`config.mk`:
```
export PLATFORM = sky130hd
export DESIGN_NAME = sample02_list_scheduler
export DESIGN_NICKNAME = d
export VERILOG_FILES = /design/src/rtl/sample02_list_scheduler.sv
export SDC_FILE = /design/constraint.sdc
export NUM_CORES = 1
export LEC_CHECK = 0
export ABC_AREA = 1
export BUFFER_PORTS_ARGS = -buffer_cell sky130_fd_sc_hd__buf_2
export CORE_ASPECT_RATIO = 1.1
export CORE_UTILIZATION = 35
export DETAILED_ROUTE_END_ITERATION = 8
export GPL_TIMING_DRIVEN = 0
export REMOVE_ABC_BUFFERS = 1
export SLEW_MARGIN = 20
export SYNTH_ARGS = -nofsm -noshare
export SYNTH_HDL_FRONTEND = slang
export SYNTH_SLANG_ARGS = --single-unit
```
`constraint.sdc`:
```
create_clock -name clk -period 1.35 [get_ports clk]
set_input_delay 0.27 -clock clk [delete_from_list [all_inputs] [get_ports clk]]
set_output_delay 0.27 -clock clk [all_outputs]
set_load 0.005 [all_outputs]
```
`src/rtl/sample02_list_scheduler.sv`:
```
// sample02_list_scheduler
// Resource-constrained list scheduler/executor for the sample02 logic graph
// (ops f,g,h,i,j,k,l,o,p). Ready ops are issued each RUN cycle in fixed
// priority order (lowest op index first), limited by N_AND/N_OR/N_NOT shared
// units. A result becomes visible to successors only in the following step.
//
// Optional feature: define SCHED_STALL_EN to add the 'stall' input, which
// freezes issue, results and the step counter while high in RUN.
//
// Ports:
//   clk         clock, rising edge
//   rst         asynchronous active-low reset
//   start       begin evaluation (sampled only in IDLE)
//   a..e        operands, captured on accepted start
//   stall       (SCHED_STALL_EN only) hold the schedule in RUN
//   busy        high in RUN and DONE
//   done        one-cycle pulse when o/p are final
//   o, p        results !l and !k, held until the next run completes
//   steps       control steps used by the last completed run
//   issue_mask  ops issued this cycle (f0 g1 h2 i3 j4 k5 l6 o7 p8)
//
// state  | meaning
// S_IDLE | waiting for start
// S_RUN  | issuing/executing ops, one control step per cycle
// S_DONE | one-cycle done pulse, then back to S_IDLE

module sample02_list_scheduler #(
  parameter int N_AND = 1,
  parameter int N_OR  = 1,
  parameter int N_NOT = 1
) (
  input  logic       clk,
  input  logic       rst,
  input  logic       start,
  input  logic       a,
  input  logic       b,
  input  logic       c,
  input  logic       d,
  input  logic       e,
`ifdef SCHED_STALL_EN
  input  logic       stall,
`endif
  output logic       busy,
  output logic       done,
  output logic       o,
  output logic       p,
  output logic [3:0] steps,
  output logic [8:0] issue_mask
);

  if (N_AND < 1 || N_AND > 2) begin : g_bad_n_and
    $error("N_AND must be in 1..2");
  end
  if (N_OR < 1 || N_OR > 3) begin : g_bad_n_or
    $error("N_OR must be in 1..3");
  end
  if (N_NOT < 1 || N_NOT > 2) begin : g_bad_n_not
    $error("N_NOT must be in 1..2");
  end

  typedef enum logic [1:0] {S_IDLE, S_RUN, S_DONE} state_t;

  // Unit type of each op, bit index = op index
  localparam logic [8:0] M_AND = 9'b001100010; // g k l
  localparam logic [8:0] M_OR  = 9'b000011101; // f h i j
  localparam logic [8:0] M_NOT = 9'b110000000; // o p

  state_t     r_state, w_state_next;
  logic       r_a, r_b, r_c, r_d, r_e;
  logic [8:0] r_done_vec;
  logic [8:0] r_res;
  logic [3:0] r_cnt;
  logic       r_o, r_p;
  logic [3:0] r_steps;

  logic       w_stall;
  logic       w_run_act;
  logic [8:0] w_pred_ok;
  logic [8:0] w_ready;
  logic [8:0] w_issue;
  logic [8:0] w_val;
  logic [8:0] w_res_next;
  logic [8:0] w_dv_next;
  logic [3:0] w_cnt_next;
  logic       w_fin;

`ifdef SCHED_STALL_EN
  assign w_stall = stall;
`else
  assign w_stall = 1'b0;
`endif

  assign w_run_act = (r_state == S_RUN) && !w_stall;

  assign w_pred_ok[0] = 1'b1;
  assign w_pred_ok[1] = 1'b1;
  assign w_pred_ok[2] = r_done_vec[0] & r_done_vec[1];
  assign w_pred_ok[3] = r_done_vec[2];
  assign w_pred_ok[4] = r_done_vec[0] & r_done_vec[1];
  assign w_pred_ok[5] = r_done_vec[3] & r_done_vec[4];
  assign w_pred_ok[6] = r_done_vec[5];
  assign w_pred_ok[7] = r_done_vec[6];
  assign w_pred_ok[8] = r_done_vec[5];

  assign w_ready = ~r_done_vec & w_pred_ok;

  // Priority issue: scan ops lowest index first, granting each type until
  // its unit pool is exhausted.
  always_comb begin
    int n_and;
    int n_or;
    int n_not;
    w_issue = '0;
    n_and   = 0;
    n_or    = 0;
    n_not   = 0;
    if (w_run_act) begin
      for (int i = 0; i < 9; i++) begin
        if (w_ready[i]) begin
          if (M_AND[i] && n_and < N_AND) begin
            w_issue[i] = 1'b1;
            n_and      = n_and + 1;
          end else if (M_OR[i] && n_or < N_OR) begin
            w_issue[i] = 1'b1;
            n_or       = n_or + 1;
          end else if (M_NOT[i] && n_not < N_NOT) begin
            w_issue[i] = 1'b1;
            n_not      = n_not + 1;
          end
        end
      end
    end
  end

  // Op functions read only registered operands/results: no same-step chaining
  assign w_val[0] = r_a | r_b;
  assign w_val[1] = r_b & r_d;
  assign w_val[2] = r_res[0] | r_res[1];
  assign w_val[3] = r_c | r_res[2];
  assign w_val[4] = r_e | r_res[0] | r_res[1];
  assign w_val[5] = r_res[3] & r_res[4];
  assign w_val[6] = r_d & r_e & r_res[5];
  assign w_val[7] = ~r_res[6];
  assign w_val[8] = ~r_res[5];

  assign w_res_next = (r_res & ~w_issue) | (w_val & w_issue);
  assign w_dv_next  = r_done_vec | w_issue;
  assign w_cnt_next = (r_cnt == 4'd15) ? r_cnt : r_cnt + 4'd1;
  assign w_fin      = w_run_act && (&w_dv_next);

  always_ff @(posedge clk or negedge rst) begin
    if (!rst) r_state <= S_IDLE;
    else      r_state <= w_state_next;
  end

  always_comb begin
    w_state_next = r_state;
    case (r_state)
      S_IDLE:  if (start) w_state_next = S_RUN;
      S_RUN:   if (w_fin) w_state_next = S_DONE;
      S_DONE:  w_state_next = S_IDLE;
      default: w_state_next = S_IDLE;
    endcase
  end

  always_comb begin
    busy       = (r_state != S_IDLE);
    done       = (r_state == S_DONE);
    issue_mask = w_issue;
  end

  always_ff @(posedge clk or negedge rst) begin
    if (!rst) begin
      r_a        <= 1'b0;
      r_b        <= 1'b0;
      r_c        <= 1'b0;
      r_d        <= 1'b0;
      r_e        <= 1'b0;
      r_done_vec <= '0;
      r_res      <= '0;
      r_cnt      <= '0;
      r_o        <= 1'b0;
      r_p        <= 1'b0;
      r_steps    <= '0;
    end else begin
      if (r_state == S_IDLE && start) begin
        r_a        <= a;
        r_b        <= b;
        r_c        <= c;
        r_d        <= d;
        r_e        <= e;
        r_done_vec <= '0;
        r_res      <= '0;
        r_cnt      <= '0;
      end else if (w_run_act) begin
        r_done_vec <= w_dv_next;
        r_res      <= w_res_next;
        r_cnt      <= w_cnt_next;
        if (w_fin) begin
          r_o     <= ~w_res_next[6];
          r_p     <= ~w_res_next[5];
          r_steps <= w_cnt_next;
        end
      end
    end
  end

  assign o     = r_o;
  assign p     = r_p;
  assign steps = r_steps;

endmodule

```
==> flow_summary_export.csv, run 1 <==
group,metric,value,unit
timing,rsz0062_at_grt,"true",
synth,synth_cells,192,
pwr,power.share.clock,12.9,%
synth,avgSynthCellArea,8.32,µm²
synth,synth_top_area_cell,"dfrtp_1",
final_layout,finish.net_count,252,
global_routing,grt_pass1_wl,6230,µm
timing,post-route-period-util,117,%
die,design.core.area,4350,µm²
clock_network,clock-sinks,33,
placement,finalWeightedCongestion,0.755,
route,vias_per_cell,4.72,
route,vias,1402,
critical_path,arrival,1.31,ns
timing,worst_pin_slew,0.734,ns
die,die-area,4840,µm²
clock_network,cts-root-buf,"clkbuf_8",
global_routing,antenna_found_initial,0,
status,status,"complete, but fails checks",
critical_path,cp.required,1.08,ns
pwr,p_int,3.24,mW
die,rows,25,
final_layout,layout_commonest_cell,"nand2_1",
die,die_h,72.9,µm
clock_network,clkSlewWorstSetupHoldPaths,0.07,ns
critical_path,rrSetupSlack,-0.19,ns
final_layout,synthToLayoutAreaGrowth,40.1,%
clock_network,clockBufferDepth,2,
synth,synth_area_leaders,"dfrtp_1 (52%), nand2_1 (13%), inv_1 (5.6%)",
final_layout,fill_cells,420,
final_layout,fin_area,2240,µm²
critical_path,worstPathCellList,"inv_4 -> nor2_8 -> nand2_4 -> nor2_4 -> buf_2",
synth,ys_seq_elements,33,
synth,yosysWarningCount,0,
timing,slew_headroom,51.1,%
timing,worst_slack,-0.235,ns
route,wl_per_cell,12.9,µm
pwr,sw_frac_of_total,44.0,%
route,wirelength,3830,µm
pwr,seq_power_share,33.0,%
synth,seq_area_frac_synth,51.7,%
pwr,total_power,5.78,mW
pwr,p_per_area,2580,nW/µm²
critical_path,rr_startpoint,"r_state[0]$_DFFE_PN0P_",
route,first_pass_iters,4,
clock_network,cts_tree,"built",
global_routing,grt_pass1_vias,1339,
timing,timing.final.crit_period,1.58,ns
critical_path,path_max_fanout,5,
global_routing,grtUsageTotal,17.6,%
timing,hold_violations,0,
timing,fmax,0.631,GHz
critical_path,end_kind,"output pin",
final_layout,drive_above_1_share,39.9,%
critical_path,cp-start-kind,"flop",
route,drt_iter0_drc,41,
critical_path,reg2regPathDepth,9,
timing,setup_violations,18,
global_routing,grt_overflow,0,
route,final_antenna_net_count,0,
clock_network,htree_levels,2,
clock_network,cts_made_buffers,5,
die,initial_utilization,36.7,%
critical_path,crit_path_top_delay_cell,"dfrtp_2",
timing,slew_viol_final,0,
synth,synth_area,1600,µm²
placement,dpl-instance-area,1770,µm²
synth,yosysTopAreaCellShare,51.7,%
die,ioPinCount,25,
critical_path,criticalPathCategory,"flop to output pin",
clock_network,clkLatencyLatePin,0.28,ns
placement,port_buffers,24,
pwr,combinationalPowerShare,54.1,%
final_layout,layout_common_cells,"nand2_1 (46), dfrtp_1 (29), buf_2 (24), inv_1 (22), buf_4 (19)",
min_path,hold_path_class,"primary input to asynchronous set/reset pin",
flow_run,max-cap-violations,0,
critical_path,regToRegEndpoint,"steps[0]$_DFFE_PN0P_",
critical_path,crit_buf_inv,2,
final_layout,multiInputGateArea,807,µm²
critical_path,crit_family,"flip-flops",
status,violations,"negative setup slack",
placement,dpl.hpwl,2310,µm
pwr,p_switching,2.54,mW
timing,skew,0.00491,ns
final_layout,seqCellArea,831,µm²
synth,ys_types,29,
pwr,ir_drop,1070,µV
global_routing,grt_max_degree,34,
critical_path,slowest_delay,0.48,ns
final_layout,diodes,0,
die,die_w,66.4,µm
route,drc,0,
pwr,leakagePower,1.15,nW
[Yosys cell counts]
| library cell | count |
|---|---|
| o41ai_1 | 1 |
| clkinv_1 | 1 |
| nand2_1 | 54 |
| nand3_4 | 1 |
| dfrtp_1 | 33 |
| nor3_2 | 1 |
| nand3_1 | 7 |
| ha_1 | 1 |
| o22ai_1 | 1 |
| nor2_8 | 2 |
| o2bb2ai_1 | 1 |
| nor2_4 | 1 |
| o21ai_0 | 16 |
| nand2_2 | 2 |
| nand4_1 | 6 |
| a31oi_1 | 1 |
| xor2_1 | 1 |
| inv_2 | 5 |
| clkbuf_1 | 2 |
| buf_1 | 1 |
| o21ai_1 | 5 |
| inv_1 | 24 |
| buf_2 | 1 |
| nor2_1 | 15 |
| a21oi_1 | 4 |
| o21bai_1 | 1 |
| a2111oi_0 | 1 |
| o31ai_1 | 1 |
| nand3_2 | 2 |
[worst max-delay path by stage]
stage                                       from                   end  cells past startpoint
after floorplan           r_state[1]$_DFFE_PN0P_         o$_DFFE_PN0P_                     10
after global placement    r_state[1]$_DFFE_PN0P_  steps[2]$_DFFE_PN0P_                      8
after detailed placement  r_state[1]$_DFFE_PN0P_  steps[0]$_DFFE_PN0P_                      8
after CTS                 r_state[1]$_DFFE_PN0P_  steps[0]$_DFFE_PN0P_                      9
after global routing      r_state[0]$_DFFE_PN0P_  steps[0]$_DFFE_PN0P_                      9
final                     r_state[0]$_DFFE_PN0P_         issue_mask[2]                      5
[stage by stage]
stage	setup WS, ns	cells	utilization, %	hold WS, ns	TNS, ns
final	-0.235	297	51.5	0.0458	-2.72
after global routing	-0.313	297	51.5	0.108	-4.45
after CTS	-0.205	285	47.6	0.0755	-2.92
after detailed placement	-0.578	266	40.7	0.381	-10.36
after global placement	-0.556	266	40.7	0.381	-9.13
after floorplan	-0.222	188	-	-0.0256	-1.68
[sequential cells by signal, summed over array words and instances, names as in the netlist]
name and cells:
r_b 1, r_cnt 4, r_state 2, r_e 1, o 1, r_done_vec 9
r_d 1, r_res 7, r_a 1, steps 4, r_c 1, p 1
[layout make-up]
type	instances	share of cell area, %
Clock buffer	7	3.86
Timing Repair Buffer	47	14.1
Tap cell	54	3.02
Inverter	30	5.81
Multi-Input combinational cell	126	36.1
Sequential cell	33	37.1
[power groups by stage]
stage | registers (mW) | clock network, mW | logic [mW]
3_5_place_dp | 1.83 | 0 | 2.13
6_report | 1.90 | 0.746 | 3.13
5_1_grt | 1.97 | 0.815 | 3.51
3_3_place_gp | 1.82 | 0 | 2.10
4_1_cts | 1.86 | 0.762 | 2.76
2_1_floorplan | 1.74 | 0 | 1.55
[repair_timing]
| action | CTS | global route |
|---|---|---|
| hold buffers | 0 | 0 |
| buffers inserted | 12 | 11 |
| pin swaps | 10 | 6 |
| resized for setup | 32 | 25 |
| endpoints found under the hold margin | 0 | 0 |
| cloned | 0 | 1 |
| endpoints found under the setup margin | 39 | 27 |
[logic make-up (layout without fill, tap and decap cells)]
logic type / count (synthesis) / after routing / synth area share (%)
AOI/OAI and AO/OA: 32 / 32 / 11.2
xor gates and xnor gates: 1 / 1 / 0.548
adders and majority gates: 1 / 1 / 0.783
buffers and inverters: 34 / 84 / 8.07
DFF: 33 / 33 / 51.7
and+or+nand+nor: 91 / 92 / 27.7
[metal layers]
layer / wire length, µm / track usage [%]
met5: 0 / 0
met4: 65 / 7.80
met3: 146 / 4.22
met2: 1940 / 27.3
met1: 1670 / 23.3
Note: power is estimated with default switching activity, not from simulation.
==> run 2, diff against run 1 <==
Settings changed: CORE_UTILIZATION 35 to 50, PLACE_DENSITY set to 0.75.
==> run 2 against run 1 <==
The run still ends with negative setup slack left; die area is 29% lower; count of clock-buffer cells in the layout is 1 higher; clock power is 30% lower; critical endpoint is now issue_mask[8].
==> flow_summary_export.csv, run 2 (same netlist as run 1, synthesis figures left out) <==
group,metric,value,unit
pwr,power.share.clock,9.6,%
timing,timing.final.crit_period,1.63,ns
final_layout,seqCellArea,832,µm²
critical_path,slowest_delay,0.49,ns
timing,worst_pin_slew,0.727,ns
critical_path,cp-start-kind,"flop",
final_layout,synthToLayoutAreaGrowth,30.1,%
global_routing,antenna_found_initial,0,
route,drc,0,
clock_network,cts_made_buffers,5,
final_layout,layout_common_cells,"nand2_1 (48), dfrtp_1 (28), buf_2 (24), inv_1 (22), o21ai_0 (16)",
pwr,total_power,5.39,mW
clock_network,clockBufferDepth,2,
critical_path,reg2regPathDepth,9,
pwr,p_int,2.95,mW
critical_path,cp-endpoint,"issue_mask[8]",
timing,fmax,0.612,GHz
die,die_w,55.9,µm
critical_path,cp.required,1.08,ns
timing,skew,0.00646,ns
pwr,sw_frac_of_total,45.3,%
status,status,"complete, but fails checks",
final_layout,reg.largest.list,"r_done_vec x9, r_res x7",
timing,slew_headroom,51.6,%
die,ioPinCount,25,
global_routing,grt_pass1_wl,6010,µm
critical_path,crit_path_top_delay_cell,"dfrtp_1",
critical_path,end_kind,"output pin",
placement,dpl-instance-area,1740,µm²
final_layout,fill_cells,250,
pwr,p_per_area,2600,nW/µm²
final_layout,diodes,0,
final_layout,multiInputGateArea,763,µm²
clock_network,clkLatencyLatePin,0.32,ns
die,die-area,3430,µm²
critical_path,arrival,1.36,ns
global_routing,grtUsageTotal,23.5,%
clock_network,cts-root-buf,"clkbuf_4",
die,design.core.area,3050,µm²
final_layout,fin_area,2080,µm²
min_path,hold_start,"a",
timing,post-route-period-util,121,%
critical_path,cp_num_cells,2,
critical_path,regToRegEndpoint,"steps[3]$_DFFE_PN0P_",
timing,worst_slack,-0.283,ns
timing,rsz0062_at_grt,"true",
timing,fin_tns_setup,-3.60,ns
global_routing,grt_pass1_vias,1389,
critical_path,crit_path_start,"r_done_vec[6]$_DFFE_PN0P_",
clock_network,htree_levels,2,
flow_run,max-cap-violations,0,
critical_path,rrSetupSlack,-0.21,ns
clock_network,clock-sinks,33,
pwr,seq_power_share,35.0,%
timing,setup_violations,21,
global_routing,grt_max_degree,34,
status,violations,"negative setup slack",
critical_path,crit_family,"flip-flops",
route,wl_per_cell,13.4,µm
critical_path,worstPathCellList,"a2111oi_4 -> buf_2",
route,vias,1418,
placement,place_ws,-0.543,ns
placement,port_buffers,24,
final_layout,finish.net_count,244,
global_routing,grt_overflow,0,
placement,dpl.hpwl,2200,µm
critical_path,rr_startpoint,"r_state[1]$_DFFE_PN0P_",
pwr,ir_drop,1460,µV
route,wirelength,3620,µm
die,initial_utilization,52.4,%
final_layout,top_register,"r_done_vec",
final_layout,drive_above_1_share,33.5,%
pwr,leakagePower,1.09,nW
route,first_pass_iters,4,
min_path,hold_path_class,"primary input to flop",
route,vias_per_cell,5.25,
critical_path,path_max_fanout,4,
final_layout,largest_register_ffs,9,
timing,slew_viol_final,0,
final_layout,layout_commonest_cell,"nand2_1",
die,die_h,61.3,µm
route,final_antenna_net_count,0,
route,drt_iter0_drc,50,
critical_path,criticalPathCategory,"flop to output pin",
timing,hold_violations,0,
clock_network,clkSlewWorstSetupHoldPaths,0.10,ns
pwr,p_switching,2.44,mW
clock_network,cts_tree,"built",
pwr,combinationalPowerShare,55.3,%
critical_path,crit_buf_inv,1,
placement,finalWeightedCongestion,0.781,
die,rows,21,
## run 2: power by group through the flow
stage	logic (mW)	registers, mW	clock network [mW]
6_report	2.98	1.89	0.520
4_1_cts	2.78	1.84	0.534
2_1_floorplan	1.55	1.74	0
5_1_grt	3.34	1.95	0.581
3_5_place_dp	2.11	1.83	0
3_3_place_gp	2.06	1.80	0
## run 2: worst min-delay path by stage
| stage | endpoint | slack, ns | cells after the start |
|---|---|---|---|
| 5_1_grt | r_a$_DFFE_PN0P_ | 0.12 | 3 |
| 2_1_floorplan | o$_DFFE_PN0P_ | -0.03 | 0 |
| 6_report | r_a$_DFFE_PN0P_ | 0.13 | 3 |
| 4_1_cts | r_d$_DFFE_PN0P_ | 0.12 | 3 |
| 3_3_place_gp | r_done_vec[3]$_DFFE_PN0P_ | 0.36 | 1 |
| 3_5_place_dp | r_done_vec[5]$_DFFE_PN0P_ | 0.36 | 1 |
## run 2: tightest hold or removal path, delay by kind of cell
family	cells	cell delay (ns)
and+or+nand+nor	2	0.08
buffers and inverters	1	0.07
## run 2: metal layers
layer | global-route usage, % | vias up | share of wire (%)
met5 | 0 | - | 0
met4 | 11.5 | 0 | 1.4
met3 | 5.04 | 5 | 3.1
met2 | 43.2 | 27 | 54
met1 | 26.8 | 687 | 42
li1 | - | 699 | -
## run 2: what timing repair did
| action | CTS | global route |
|---|---|---|
| hold buffers | 1 | 0 |
| endpoints found under the setup margin | 39 | 27 |
| buffers inserted | 13 | 2 |
| pin swaps | 6 | 5 |
| gates resized for setup | 27 | 10 |
| hold endpoints to repair | 2 | 0 |
## run 2: cell type report
type                       count  area share (%)
sequential                    33            40.0
multi-input combinational    125            36.7
timing repair buffer          40            13.1
inverter                      30            5.78
tap                           34            2.05
clock buffer                   8            2.35
## run 2: per-stage QoR
stage               instances  hold slack, ns  util, %
finish                    270           0.135     68.2
detailed placement        246           0.364     57.2
global route              270           0.122     68.2
CTS                       268           0.123     66.3
floorplan                 188         -0.0256        -
global placement          246           0.361     57.2
==> run 3, diff against run 2 <==
Settings changed: CELL_PAD_IN_SITES_DETAIL_PLACEMENT set to 0, CELL_PAD_IN_SITES_GLOBAL_PLACEMENT set to 1, CORE_UTILIZATION 50 to 37, PLACE_DENSITY 0.75 to unset, PLACE_DENSITY_LB_ADDON set to 0.1.
==> run 3 against run 2 <==
The flow still finishes with violations (negative setup slack); sequential power is essentially flat; first-iteration DRC count grew 48%; via count grew 2.3%; wire length grew 8.3%; power grew 8.4%; final area grew 6.5%; largest cell class unchanged.
==> flow_summary_export.csv, run 3 (same netlist as run 1, synthesis figures left out) <==
group,metric,value,unit
pwr,p_switching,2.54,mW
global_routing,grt_pass1_wl,6220,µm
final_layout,drive_above_1_share,38.3,%
final_layout,layout_common_cells,"nand2_1 (48), dfrtp_1 (29), buf_2 (23), inv_1 (22), buf_4 (18)",
pwr,power.share.clock,12.1,%
min_path,hold_path_class,"primary input to asynchronous set/reset pin",
pwr,sw_frac_of_total,43.4,%
final_layout,reg.largest.list,"r_done_vec x9, r_res x7",
final_layout,largest_register_ffs,9,
placement,dpl-instance-area,1770,µm²
critical_path,path_max_fanout,5,
timing,slew_headroom,49.7,%
clock_network,clockBufferDepth,2,
timing,slew_viol_final,0,
timing,worst_pin_slew,0.754,ns
placement,dpl.hpwl,2410,µm
critical_path,rrSetupSlack,-0.19,ns
route,first_pass_iters,4,
final_layout,fin_area,2210,µm²
timing,skew,0.00995,ns
global_routing,grt_overflow,0,
final_layout,seqCellArea,831,µm²
clock_network,clkSlewWorstSetupHoldPaths,0.07,ns
die,die_h,70.9,µm
final_layout,utilization,54.6,%
route,vias_per_cell,4.92,
pwr,p_int,3.31,mW
critical_path,cp-start-kind,"flop",
final_layout,diodes,0,
flow_run,max-cap-violations,0,
final_layout,fill_cells,379,
die,initial_utilization,39.4,%
die,rows,24,
pwr,combinationalPowerShare,55.7,%
global_routing,grtUsageTotal,18.0,%
timing,hold_violations,0,
pwr,leakagePower,1.14,nW
final_layout,multiInputGateArea,776,µm²
clock_network,cts_tree,"built",
placement,finalWeightedCongestion,0.775,
timing,post-route-period-util,115,%
timing,fin_tns_setup,-2.93,ns
clock_network,htree_levels,2,
die,design.core.area,4050,µm²
critical_path,criticalPathCategory,"flop to output pin",
route,vias,1450,
route,drc,0,
status,violations,"negative setup slack",
pwr,ir_drop,988,µV
timing,timing.final.crit_period,1.56,ns
clock_network,cts_made_buffers,5,
route,wl_per_cell,13.3,µm
clock_network,clkLatencyLatePin,0.29,ns
final_layout,top_register,"r_done_vec",
placement,place_inst,264,
pwr,total_power,5.85,mW
timing,rsz0062_at_grt,"true",
critical_path,end_kind,"output pin",
route,final_antenna_net_count,0,
placement,port_buffers,24,
critical_path,arrival,1.29,ns
die,die-area,4590,µm²
die,ioPinCount,25,
final_layout,synthToLayoutAreaGrowth,38.5,%
clock_network,cts-root-buf,"clkbuf_8",
final_layout,layout_commonest_cell,"nand2_1",
global_routing,grt_pass1_vias,1343,
pwr,seq_power_share,32.2,%
clock_network,clock-sinks,33,
global_routing,grt_max_degree,34,
timing,setup_violations,23,
status,status,"complete, but fails checks",
final_layout,layout.cells.non_filler,295,
timing,worst_slack,-0.208,ns
global_routing,antenna_found_initial,0,
route,wirelength,3920,µm
route,drt_iter0_drc,74,
pwr,p_per_area,2640,nW/µm²
timing,fmax,0.642,GHz
final_layout,finish.net_count,251,
die,die_w,64.7,µm
critical_path,cp.required,1.08,ns
-- run 3: per-layer routing --
metal | vias to the layer above | GRT usage [%] | wire length [µm]
met5 | - | 0 | 0
met4 | 0 | 5.93 | 49
met3 | 7 | 5.00 | 169
met2 | 41 | 29.5 | 2020
met1 | 686 | 23.0 | 1680
li1 | 716 | - | -
-- run 3: path summary, 6_finish.rpt --
| kind | startpoint | to | depth (start not counted) |
|---|---|---|---|
| max | r_state[0]$_DFFE_PN0P_ | issue_mask[2] | 5 |
| min | rst | r_done_vec[7]$_DFFE_PN0P_ | 1 |
| max reg2reg | r_state[0]$_DFFE_PN0P_ | o$_DFFE_PN0P_ | 9 |
| min reg2reg | steps[0]$_DFFE_PN0P_ | steps[0]$_DFFE_PN0P_ | 2 |
| max in group asynchronous | rst | r_done_vec[0]$_DFFE_PN0P_ | 1 |
| min in group clk | c | r_c$_DFFE_PN0P_ | 3 |
-- run 3: power groups by stage --
stage               clock network (mW)  logic (mW)  registers, mW
finish                           0.709        3.26           1.89
global route                     0.776        3.59           1.95
CTS                              0.731        2.73           1.86
detailed placement                   0        2.13           1.83
global placement                     0        2.09           1.81
floorplan                            0        1.55           1.74
-- run 3: repair_timing --
| action | CTS | global route |
|---|---|---|
| pin swaps | 7 | 2 |
| resized for setup | 27 | 21 |
| setup endpoints to repair | 39 | 36 |
| hold buffers | 0 | 0 |
| buffers inserted | 13 | 10 |
-- run 3: layout make-up --
class	instances	share of cell area [%]
Inverter	30	5.54
Timing Repair Buffer	47	15.3
Multi-Input combinational cell	125	35.0
Clock buffer	8	3.62
Tap cell	52	2.94
Sequential cell	33	37.5
-- run 3: through the flow --
stage	hold slack [ns]	worst slack (ns)
3_5_place_dp	0.385	-0.551
2_1_floorplan	-0.0256	-0.222
3_3_place_gp	0.375	-0.533
4_1_cts	0.0776	-0.200
6_report	0.0447	-0.208
5_1_grt	0.0999	-0.258
-- run 3: worst max-delay path: stages (launching register included) --
cell and delay [ns]:
dfrtp_2 0.48, inv_4 0.07, nor2_8 0.17, nand2_4 0.09, nor2_4 0.08, buf_2 0.11
